===== config.mk =====
export PLATFORM = sky130hd
export DESIGN_NAME = rr_stream_mux
export DESIGN_NICKNAME = d
export VERILOG_FILES = /design/src/rtl/rr_stream_mux.sv
export SDC_FILE = /design/constraint.sdc
export NUM_CORES = 1
export LEC_CHECK = 0
export ABC_AREA = 1
export ABC_CLOCK_PERIOD_IN_PS = 1940
export CAP_MARGIN = 20
export CELL_PAD_IN_SITES_DETAIL_PLACEMENT = 2
export CELL_PAD_IN_SITES_GLOBAL_PLACEMENT = 2
export CORE_ASPECT_RATIO = 1.75
export CORE_UTILIZATION = 18
export CTS_CLUSTER_SIZE = 40
export DETAILED_ROUTE_END_ITERATION = 10
export GPL_TIMING_DRIVEN = 1
export PLACE_DENSITY_LB_ADDON = 0.1
export REMOVE_ABC_BUFFERS = 1
export SLEW_MARGIN = 10
export SYNTH_ARGS = -nofsm -noshare
export SYNTH_HDL_FRONTEND = slang
export SYNTH_SLANG_ARGS = --single-unit

===== constraint.sdc =====
create_clock -name clk -period 1.94 [get_ports clk]
set_input_delay 0.388 -clock clk [delete_from_list [all_inputs] [get_ports clk]]
set_output_delay 0.388 -clock clk [all_outputs]
set_load 0.01 [all_outputs]

===== src/rtl/rr_stream_mux.sv =====
// N-channel valid/ready stream multiplexer with round-robin or forced-select
// arbitration feeding a one-entry registered output stage.
module rr_stream_mux #(
  parameter int NUM_CH = 4,
  parameter int DATA_W = 8,
  parameter int SEL_W  = 2
) (
  input  logic                     clk,
  input  logic                     rst_n,
  input  logic                     mode,
  input  logic [SEL_W-1:0]         sel,
  input  logic [NUM_CH-1:0]        in_valid,
  output logic [NUM_CH-1:0]        in_ready,
  input  logic [NUM_CH*DATA_W-1:0] in_data,
  output logic                     out_valid,
  input  logic                     out_ready,
  output logic [DATA_W-1:0]        out_data,
  output logic [SEL_W-1:0]         out_ch
);

  typedef enum logic {EMPTY, FULL} state_t;

  state_t              state_q, state_d;
  logic [DATA_W-1:0]   out_data_q, out_data_d;
  logic [SEL_W-1:0]    out_ch_q, out_ch_d;
  logic [SEL_W-1:0]    ptr_q, ptr_d;

  logic                can_load;
  logic [NUM_CH-1:0]   rr_mask;
  logic [NUM_CH-1:0]   rr_masked;
  logic [NUM_CH-1:0]   rr_pick;
  logic                grant_valid;
  logic [SEL_W-1:0]    grant_idx;

  // Round-robin: requests at or above the pointer win first; if none, the
  // unmasked vector supplies the wrap-around winner. Lowest set bit wins.
  always_comb begin
    can_load    = (state_q == EMPTY) || out_ready;
    rr_mask     = '0;
    for (int i = 0; i < NUM_CH; i++) begin
      rr_mask[i] = (i >= int'(ptr_q));
    end
    rr_masked   = in_valid & rr_mask;
    rr_pick     = (|rr_masked) ? rr_masked : in_valid;
    grant_valid = 1'b0;
    grant_idx   = '0;
    if (rst_n && can_load) begin
      if (!mode) begin
        grant_valid = |rr_pick;
        for (int i = NUM_CH - 1; i >= 0; i--) begin
          if (rr_pick[i]) grant_idx = SEL_W'(i);
        end
      end else begin
        for (int i = 0; i < NUM_CH; i++) begin
          if (sel == SEL_W'(i) && in_valid[i]) begin
            grant_valid = 1'b1;
            grant_idx   = SEL_W'(i);
          end
        end
      end
    end
    in_ready = grant_valid ? (NUM_CH'(1) << grant_idx) : '0;
  end

  always_comb begin
    state_d    = state_q;
    out_data_d = out_data_q;
    out_ch_d   = out_ch_q;
    ptr_d      = ptr_q;
    if (grant_valid) begin
      state_d    = FULL;
      out_data_d = in_data[int'(grant_idx)*DATA_W +: DATA_W];
      out_ch_d   = grant_idx;
      if (!mode) begin
        ptr_d = (grant_idx == SEL_W'(NUM_CH - 1)) ? '0 : grant_idx + 1'b1;
      end
    end else if (state_q == FULL && out_ready) begin
      state_d = EMPTY;
    end
  end

  always_ff @(posedge clk) begin
    if (!rst_n) begin
      state_q    <= EMPTY;
      out_data_q <= '0;
      out_ch_q   <= '0;
      ptr_q      <= '0;
    end else begin
      state_q    <= state_d;
      out_data_q <= out_data_d;
      out_ch_q   <= out_ch_d;
      ptr_q      <= ptr_d;
    end
  end

  assign out_valid = (state_q == FULL);
  assign out_data  = out_data_q;
  assign out_ch    = out_ch_q;

endmodule


==> impl_metrics.csv, run 1 <==
group,metric,value,unit
status,outcome,"finished with violations",
status,violations,"design-rule violations, negative setup slack",
pwr,total_leakage_power,1.10,nW
die,start_util,0.185,
sta,worst_hold_slack,0.463,ns
drt,met3WireLength,112,um
sta,fin_ws,-0.132,ns
sta,period_needed,2.07,ns
setup_path,endpoint_kind,"output pin",
global_routing,grt_pass1_wl,7.76,mm
clock_tree,ctsRootBufferMaster,"clkbuf_8",
drt,drt-met1-wl,1.65,mm
pwr,irDropWorstVdd,166,uV
setup_path,reg2reg_depth,15,
yosys,synth_area_leader_cell,"dfxtp_1",
drt,drtAntennaViolNets,0,
cells_and_area,n_antenna_cell,0,
sta,grt_setup_unrepaired,"yes",
yosys,synth-seq-area-share,0.229,
clock_tree,hold_buffers,0,
setup_path,cp_max_fo,5,
hold_path,min_from,"out_ch[1]",
cells_and_area,final_cells,370,
setup_path,reg2reg_slack,0.15,ns
sta,hold_violations,0,
cells_and_area,stdcell_area,0.00215,mm2
setup_path,crit_family,"buffers and inverters",
die,num_rows,38,
placed_design,io_buffer_count,56,
clock_tree,htree_levels,1,
cells_and_area,fill_cells,763,
clock_tree,cts_tree,"done",
drt,num_vias,1593,
setup_path,critPathBufInv,6,
drt,dr_wl_met2,3.04,mm
setup_path,critical_path_class,"primary input to output pin",
setup_path,worst-path-stages,10,
yosys,yosysWarningCount,0,
clock_tree,clk_pin_slew,0.06,ns
yosys,ys_top_cells_by_count,"46 x inv_1, 46 x nand3_1, 42 x nand2_1, 29 x nor2_1, 13 x dfxtp_1",
global_routing,grt_antenna_before_repair,0,
drt,drt_pre_antenna_iters,7,
die,dieArea,0.00665,mm2
setup_path,critPathCapture,"in_ready[2]",
die,fp.dieH,107,um
sta,post-route-period-util,1.07,
placed_design,place_hpwl,4.06,mm
sta,max_slew.worst_pin.slew,0.409,ns
yosys,synth_ff_type,"dfxtp_1",
placed_design,routabilityCongestion,0.699,
setup_path,startpoint,"out_ready",
yosys,yosysTopAreaCellShare,0.229,
global_routing,grt_max_degree,17,
global_routing,track_usage,0.159,
run,drv_cap,0,
yosys,ys_types,18,
sta,setup_tns,-0.415,ns
drt,avgViaCountPerCell,4.31,
drt,dr.first_iter.drc_count,27,
yosys,synth_area_per_cell,5.52,um2
sta,setup_viol,4,
drt,wire_per_inst,13.3,um
yosys,synth.top_cells.by_area,"dfxtp_1 23%, nand3_1 20%, inv_1 15%",
die,die_w,62.1,um
cells_and_area,finish.utilization,0.350,
drt,highest_layer,"met4",
drt,routed_wl,4.93,mm
die,pin_count,57,
cells_and_area,final_nets,334,
sta,slew_headroom,0.727,
yosys,synth_edf_count,0,
cells_and_area,syn2layout_area_growth,89.2,%
yosys,ys_ff_latch,13,
setup_path,crit_chain,"clkdlybuf4s50_1 > inv_1 > nand2_2 > nand2_2 > inv_2 > buf_4 > nand2_8 > buf_12 > a21oi_4 > buf_2",
placed_design,postPlaceCellArea,0.00192,mm2
setup_path,worstReg2RegStart,"ptr_q[1]",
sta,slew_viol_final,0,
setup_path,critPathMaxStageDelay,0.45,ns
setup_path,cp.arrival,1.68,ns
clock_tree,cts-buffers-inserted,3,
setup_path,start_kind,"primary input",
clock_tree,clkSinkCount,13,
hold_path,hp-class,"flip-flop to flip-flop",
setup_path,critPathMostFrequentCell,"nand2_2",
yosys,ys_async_sr_fraction,0,
placed_design,post-place-ws,-0.852,ns
die,core,0.00613,mm2
yosys,postSynthCellCount,206,
clock_tree,clk_latency,0.24,ns
clock_tree,max-clock-path-buffers,2,
setup_path,crit_slowest_cell,"clkdlybuf4s50_1",
sta,timing.fmax,483,MHz
global_routing,first_global_vias,1727,
pwr,power_density,477,mW/mm2
drt,drc,1,
global_routing,grt-ovfl-total,0,
setup_path,reg2reg_to,"out_data[7]",
placed_design,dp.cells,358,
cells_and_area,drive_gt1_frac,0.272,
sta,finalClockSkew,0.00299,ns
setup_path,cp.required,1.55,ns
yosys,synth_area,0.00114,mm2
pwr,power,1.03,mW
-- logic make-up after synthesis --
logic type	synth area share
adder cells (fa/ha/maj)	0.0110
AND/OR/NAND/NOR	0.485
AO/OA/AOI/OAI	0.0463
flip-flops	0.229
buffers and inverters	0.229
-- flip-flops by register name, indices dropped and copies added (netlist names) --
| register | cells |
|---|---|
| out_ch | 2 |
| ptr_q | 2 |
| out_data | 8 |
| out_valid | 1 |
-- timing repair --
action,CTS,global route
gates cloned,0,0
resized for setup,47,19
endpoints found under the setup margin,12,14
pin swaps,7,11
setup buffers,7,1
-- final cells by class --
cell class	count	area (um2)	area share
multi-input combinational	134	742	0.345
inverter	52	203	0.0943
sequential	13	265	0.123
clock buffer	4	45.0	0.0210
timing repair buffer	87	795	0.370
tap	80	100	0.0466
-- how the worst min path moves through the flow --
stage          slack (ns)         to  cells after the start
6_report             0.46  out_ch[1]                      2
5_1_grt              0.49  out_ch[1]                      2
4_1_cts              0.46  out_ch[1]                      2
3_5_place_dp         0.45  out_ch[1]                      2
3_3_place_gp         0.45  out_ch[1]                      2
2_1_floorplan        0.49  out_ch[0]                      2
-- power by group --
| group | internal [mW] | total [mW] | switching [mW] |
|---|---|---|---|
| logic | 0.246 | 0.474 | 0.228 |
| clock network | 0.145 | 0.241 | 0.0960 |
| registers | 0.292 | 0.311 | 0.0186 |
-- layer usage --
| metal | global-route usage | vias up |
|---|---|---|
| met5 | 0 | - |
| met4 | 0.0492 | 0 |
| met3 | 0.0145 | 6 |
| met2 | 0.335 | 36 |
| met1 | 0.141 | 760 |
| li1 | - | 791 |
-- tightest hold or removal path, stage by stage (launching register included) --
cell and delay (ns):
dfxtp_1 0.31, nand2_1 0.06, a21oi_1 0.05
-- placed cells by master, fill, tap and decap left out, drive strengths merged --
| master | Yosys | final |
|---|---|---|
| buf | 7 | 35 |
| nand2 | 47 | 47 |
| nor2 | 29 | 29 |
| nand4 | 2 | 2 |
| clkdlybuf4s50 | 0 | 45 |
| nand3 | 46 | 46 |
| dfxtp | 13 | 13 |
| a41oi | 1 | 1 |
| inv | 52 | 52 |
| a21oi | 6 | 6 |
| ha | 1 | 1 |
| clkbuf | 0 | 6 |
| dlygate4sd2 | 0 | 5 |
| o21ai | 2 | 2 |
No activity file was read; power rests on OpenSTA's default activity.
==> inputs of run 2 (changes only) <==
--- a/config.mk
+++ b/config.mk
@@ -17,6 +17,7 @@
 export GPL_TIMING_DRIVEN = 1
 export PLACE_DENSITY_LB_ADDON = 0.1
 export REMOVE_ABC_BUFFERS = 1
+export SKIP_LAST_GASP = 1
 export SLEW_MARGIN = 10
 export SYNTH_ARGS = -nofsm -noshare
 export SYNTH_HDL_FRONTEND = slang
==> run 2 against run 1 <==
Effect of this change: the run still ends with design-rule violations, negative setup slack left; via count is 0.13% higher; clock-buffer cell count stayed put; design area is 1.0% higher; global-route usage stayed put; non-clock buffer count stayed put; die area stayed put; wire length is 2.6% higher; fmax is 0.59% higher.
==> impl_metrics.csv, run 2 (synthesized netlist as in run 1, its figures left out) <==
group,metric,value,unit
cells_and_area,fill_cells,758,
die,dieArea,0.00665,mm2
cells_and_area,stdcell_area,0.00217,mm2
setup_path,crit_slowest_cell,"dfxtp_4",
placed_design,routabilityCongestion,0.699,
sta,hold_violations,0,
cells_and_area,mostFrequentLayoutCells,"45 x clkdlybuf4s50_1, 44 x inv_1, 41 x nand3_1",
sta,finalClockSkew,0.00258,ns
clock_tree,hold_buffers,0,
drt,drt_pre_antenna_iters,7,
pwr,power_density,476,mW/mm2
global_routing,grt_antenna_before_repair,0,
sta,grt_setup_unrepaired,"yes",
clock_tree,clk_pin_slew,0.06,ns
setup_path,reg2reg_depth,15,
cells_and_area,syn2layout_area_growth,91.2,%
setup_path,start_kind,"flip-flop",
global_routing,track_usage,0.159,
sta,period_needed,2.06,ns
drt,wire_per_inst,13.7,um
setup_path,crit_chain,"inv_4 > a21oi_4 > nand3_2 > nand2_2 > nand2_2 > nand3_2 > nand2_4 > nand2_8 > ha_4 > inv_2 > nor2_2 > buf_2",
setup_path,endpoint_kind,"output pin",
sta,slew_viol_final,0,
die,start_util,0.185,
cells_and_area,n_antenna_cell,0,
setup_path,crit_family,"simple AND/OR/NAND/NOR gates",
drt,drc,1,
global_routing,first_global_vias,1728,
hold_path,hp-class,"flip-flop to flip-flop",
sta,worst_hold_slack,0.463,ns
status,outcome,"finished with violations",
setup_path,critPathMaxStageDelay,0.40,ns
cells_and_area,multi_input_area,764,um2
setup_path,cp.arrival,1.67,ns
drt,drtAntennaViolNets,0,
placed_design,io_buffer_count,56,
drt,routed_wl,5.06,mm
sta,fin_ws,-0.120,ns
hold_path,min_delay_path_depth,2,
sta,post-route-period-util,1.06,
cells_and_area,largest_reg_flops,8,
global_routing,grt-ovfl-total,0,
global_routing,grt_pass1_wl,7.76,mm
cells_and_area,drive_gt1_frac,0.276,
cells_and_area,final_nets,334,
status,violations,"design-rule violations, negative setup slack",
die,pin_count,57,
clock_tree,ctsRootBufferMaster,"clkbuf_8",
setup_path,worst-path-stages,12,
placed_design,place_hpwl,4.06,mm
drt,dr.first_iter.drc_count,28,
setup_path,cp_max_fo,5,
die,num_rows,38,
clock_tree,max-clock-path-buffers,2,
setup_path,cp.required,1.55,ns
die,fp.dieH,107,um
clock_tree,cts_tree,"done",
setup_path,critPathBufInv,3,
drt,num_vias,1595,
sta,max_slew.worst_pin.slew,0.418,ns
sta,timing.fmax,485,MHz
sta,setup_viol,4,
run,drv_cap,0,
cells_and_area,final_common_cell,"clkdlybuf4s50_1",
die,core,0.00613,mm2
sta,slew_headroom,0.721,
clock_tree,clk_latency,0.24,ns
pwr,irDropWorstVdd,169,uV
drt,avgViaCountPerCell,4.31,
setup_path,critical_path_class,"flip-flop to output pin",
pwr,total_leakage_power,1.11,nW
placed_design,postPlaceCellArea,0.00192,mm2
clock_tree,clkSinkCount,13,
die,die_w,62.1,um
cells_and_area,regArea,268,um2
clock_tree,htree_levels,1,
clock_tree,cts-buffers-inserted,3,
global_routing,grt_max_degree,17,
cells_and_area,finish.utilization,0.354,
run 2: final timing paths:
| path | start | to | slack [ns] |
|---|---|---|---|
| worst max-delay path | ptr_q[1] | in_ready[0] | -0.12 |
| worst min-delay path | out_ch[1] | out_ch[1] | 0.46 |
| worst max register to register | ptr_q[1] | out_data[7] | 0.18 |
| worst min register to register | out_ch[1] | out_ch[1] | 0.46 |
run 2: layout make-up:
| class | instances | share of cell area |
|---|---|---|
| clock buffer | 4 | 0.0207 |
| timing repair buffer | 87 | 0.365 |
| sequential | 13 | 0.123 |
| tap | 80 | 0.0461 |
| inverter | 52 | 0.0933 |
| multi-input combinational | 134 | 0.352 |
run 2: routing by layer:
layer	track usage	vias to the layer above	part of all wire
li1	-	791	-
met1	0.141	766	0.33
met2	0.335	34	0.63
met3	0.0145	4	0.028
met4	0.0492	0	0.011
met5	0	-	0
run 2: repair_timing:
action                                  4_1_cts  5_1_grt
gates resized for setup                      45       27
pin swaps                                     7       13
buffers inserted                              7        2
endpoints found under the setup margin       12       14
run 2: per-stage QoR:
step	cells	setup TNS (ns)	power, mW	setup slack (ns)
2_1_floorplan	199	0	0.489	0.0968
3_3_place_gp	358	-5.90	0.741	-0.838
3_5_place_dp	358	-5.82	0.747	-0.852
4_1_cts	369	-0.530	1.02	-0.170
5_1_grt	370	-0.864	1.11	-0.234
6_report	370	-0.369	1.03	-0.120
run 2: report_power, final:
part	switching, mW	internal (mW)
sequential	0.0201	0.291
combinational	0.233	0.249
clock	0.0963	0.145
run 2: tightest hold or removal path: cells and delay by family (launching register included):
kind,cells,cell delay [ns]
AOI/OAI and AO/OA,1,0.05
and+or+nand+nor,1,0.06
DFF,1,0.31
==> inputs of run 3 (changes only) <==
--- a/config.mk
+++ b/config.mk
@@ -11,7 +11,8 @@
 export CELL_PAD_IN_SITES_DETAIL_PLACEMENT = 2
 export CELL_PAD_IN_SITES_GLOBAL_PLACEMENT = 2
 export CORE_ASPECT_RATIO = 1.75
-export CORE_UTILIZATION = 18
+export CORE_UTILIZATION = 19
+export CTS_BUF_LIST = sky130_fd_sc_hd__clkbuf_4 sky130_fd_sc_hd__clkbuf_8
 export CTS_CLUSTER_SIZE = 40
 export DETAILED_ROUTE_END_ITERATION = 10
 export GPL_TIMING_DRIVEN = 1
==> run 3 against run 2 <==
Effect of this change: the run ends with negative setup slack left; register-to-register slack about the same; hold slack better by 0.0044 ns; sequential power is 2% lower; non-clock buffer count down 1; clock skew decreased by 0.0013 ns; worst setup slack lost 0.012 ns; wire length fell by 2.7%; sequential share of layout area up 0.21 points; total power grew 0.32%; critical path type is now primary input to output pin; critical endpoint unchanged.
==> impl_metrics.csv, run 3 (synthesized netlist as in run 1, its figures left out) <==
group,metric,value,unit
sta,setup_tns,-0.456,ns
drt,drt_pre_antenna_iters,4,
global_routing,grt-ovfl-total,0,
pwr,power_frac_seq,0.296,
pwr,netSwitchingPower,0.345,mW
placed_design,place_hpwl,3.88,mm
setup_path,worstReg2RegStart,"ptr_q[1]",
clock_tree,cts-buffers-inserted,3,
hold_path,min_delay_path_depth,2,
clock_tree,hold_buffers,0,
cells_and_area,final_cells,365,
clock_tree,clkSinkCount,13,
setup_path,reg2reg_to,"out_data[5]",
sta,finalClockSkew,0.00125,ns
setup_path,critical_path_class,"primary input to output pin",
sta,max_slew.worst_pin.slew,0.400,ns
sta,timing.fmax,483,MHz
setup_path,reg2reg_depth,13,
placed_design,routabilityCongestion,0.702,
drt,wire_per_inst,13.5,um
drt,dr.first_iter.drc_count,19,
pwr,power_density,491,mW/mm2
cells_and_area,stdcell_area,0.00212,mm2
sta,worst_hold_slack,0.467,ns
global_routing,grt_max_degree,17,
pwr,swShare,0.333,
clock_tree,max-clock-path-buffers,2,
drt,num_vias,1559,
sta,slew_viol_final,0,
setup_path,cp.arrival,1.68,ns
clock_tree,clk_pin_slew,0.06,ns
setup_path,endpoint_kind,"output pin",
global_routing,track_usage,0.171,
cells_and_area,drive_gt1_frac,0.253,
placed_design,postPlaceCellArea,0.00190,mm2
clock_tree,cts_tree,"done",
clock_tree,ctsRootBufferMaster,"clkbuf_8",
clock_tree,htree_levels,1,
drt,routed_wl,4.92,mm
cells_and_area,mostFrequentLayoutCells,"44 x nand3_1, 44 x clkdlybuf4s50_1, 43 x inv_1",
die,pin_count,57,
setup_path,cp_max_fo,5,
drt,drc,0,
pwr,pwr-share-comb,0.447,
drt,avgViaCountPerCell,4.27,
hold_path,min_from,"out_ch[0]",
pwr,irDropWorstVdd,256,uV
sta,setup_viol,4,
setup_path,reg2reg_slack,0.19,ns
die,core,0.00568,mm2
global_routing,grt_pass1_wl,8.02,mm
sta,period_needed,2.07,ns
run,drv_cap,0,
pwr,total_leakage_power,1.11,nW
hold_path,hp-class,"flip-flop to flip-flop",
hold_path,min_to,"out_ch[0]",
sta,slew_headroom,0.733,
die,start_util,0.200,
sta,hold_violations,0,
cells_and_area,fill_cells,738,
pwr,clockPowerShare,0.258,
cells_and_area,syn2layout_area_growth,86.2,%
die,dieArea,0.00631,mm2
setup_path,cp.required,1.55,ns
die,fp.dieH,104,um
sta,grt_setup_unrepaired,"yes",
drt,drtAntennaViolNets,0,
global_routing,first_global_vias,1722,
clock_tree,clk_latency,0.25,ns
status,violations,"negative setup slack",
setup_path,start_kind,"primary input",
sta,post-route-period-util,1.07,
status,outcome,"finished with violations",
die,num_rows,36,
cells_and_area,final_nets,333,
die,die_w,60.5,um
placed_design,dp.cells,354,
pwr,p_int,0.693,mW
cells_and_area,n_antenna_cell,0,
cells_and_area,largest_reg_flops,8,
sta,fin_ws,-0.132,ns
placed_design,io_buffer_count,56,
global_routing,grt_antenna_before_repair,0,
## run 3: cell types whose count changed in the layout (fill, tap and decap cells not counted), moves of 2 or more
| cell | previous run | this run |
|---|---|---|
| buf_4 | 28 | 26 |
| buf_2 | 3 | 1 |
| nand2_4 | 6 | 3 |
| nand2_1 | 32 | 35 |
| nand3_2 | 5 | 2 |
| buf_6 | 2 | 6 |
| nand3_1 | 41 | 44 |
| clkdlybuf4s15_1 | 0 | 2 |
## run 3: metal layers
layer	vias to the layer above	share of wire	GRT usage
met5	-	0	0
met4	0	0.016	0.0584
met3	5	0.031	0.0211
met2	44	0.60	0.333
met1	721	0.36	0.172
li1	789	-	-
## run 3: worst max-delay path by stage
stage	endpoint	depth (start not counted)	startpoint
after floorplan	in_ready[0]	11	ptr_q[1]
after global placement	in_ready[2]	10	in_valid[2]
after detailed placement	in_ready[3]	11	in_valid[2]
after CTS	in_ready[0]	12	ptr_q[1]
after global routing	in_ready[0]	12	in_valid[3]
final	in_ready[0]	12	in_valid[3]
## run 3: area by class of cell
type | count | area (um2) | area share
clock buffer | 4 | 48.8 | 0.0231
inverter | 52 | 200 | 0.0946
multi-input combinational | 134 | 706 | 0.334
sequential | 13 | 265 | 0.125
tap | 76 | 95.1 | 0.0449
timing repair buffer | 86 | 801 | 0.378
## run 3: power by group through the flow
stage	logic, mW	registers [mW]	clock network (mW)
2_1_floorplan	0.169	0.320	0
3_3_place_gp	0.419	0.312	0
3_5_place_dp	0.425	0.312	0
4_1_cts	0.456	0.307	0.285
5_1_grt	0.519	0.310	0.289
6_report	0.464	0.307	0.267
## run 3: critical path, cell delays in order
cell             delay [ns]
clkdlybuf4s15_1        0.27
a21oi_4                0.18
nand3_1                0.08
nand2_1                0.08
nand2_2                0.06
nand3_2                0.08
nand2_2                0.07
nand2_4                0.11
ha_4                   0.14
inv_2                  0.03
nor2_2                 0.07
buf_2                  0.13
## run 3: what timing repair did
item | in CTS | in global routing
buffers inserted | 6 | 1
gates resized for setup | 44 | 20
endpoints found under the hold margin | 0 | 0
cloned | 0 | 0
pin swaps | 7 | 14
endpoints found under the setup margin | 10 | 13
## run 3: metrics by stage
| step | setup WS (ns) | util | power, mW |
|---|---|---|---|
| after floorplan | 0.0968 | - | 0.489 |
| final | -0.132 | 0.373 | 1.04 |
| after global placement | -0.862 | 0.335 | 0.731 |
| after global routing | -0.235 | 0.373 | 1.12 |
| after detailed placement | -0.873 | 0.335 | 0.738 |
| after CTS | -0.146 | 0.363 | 1.05 |
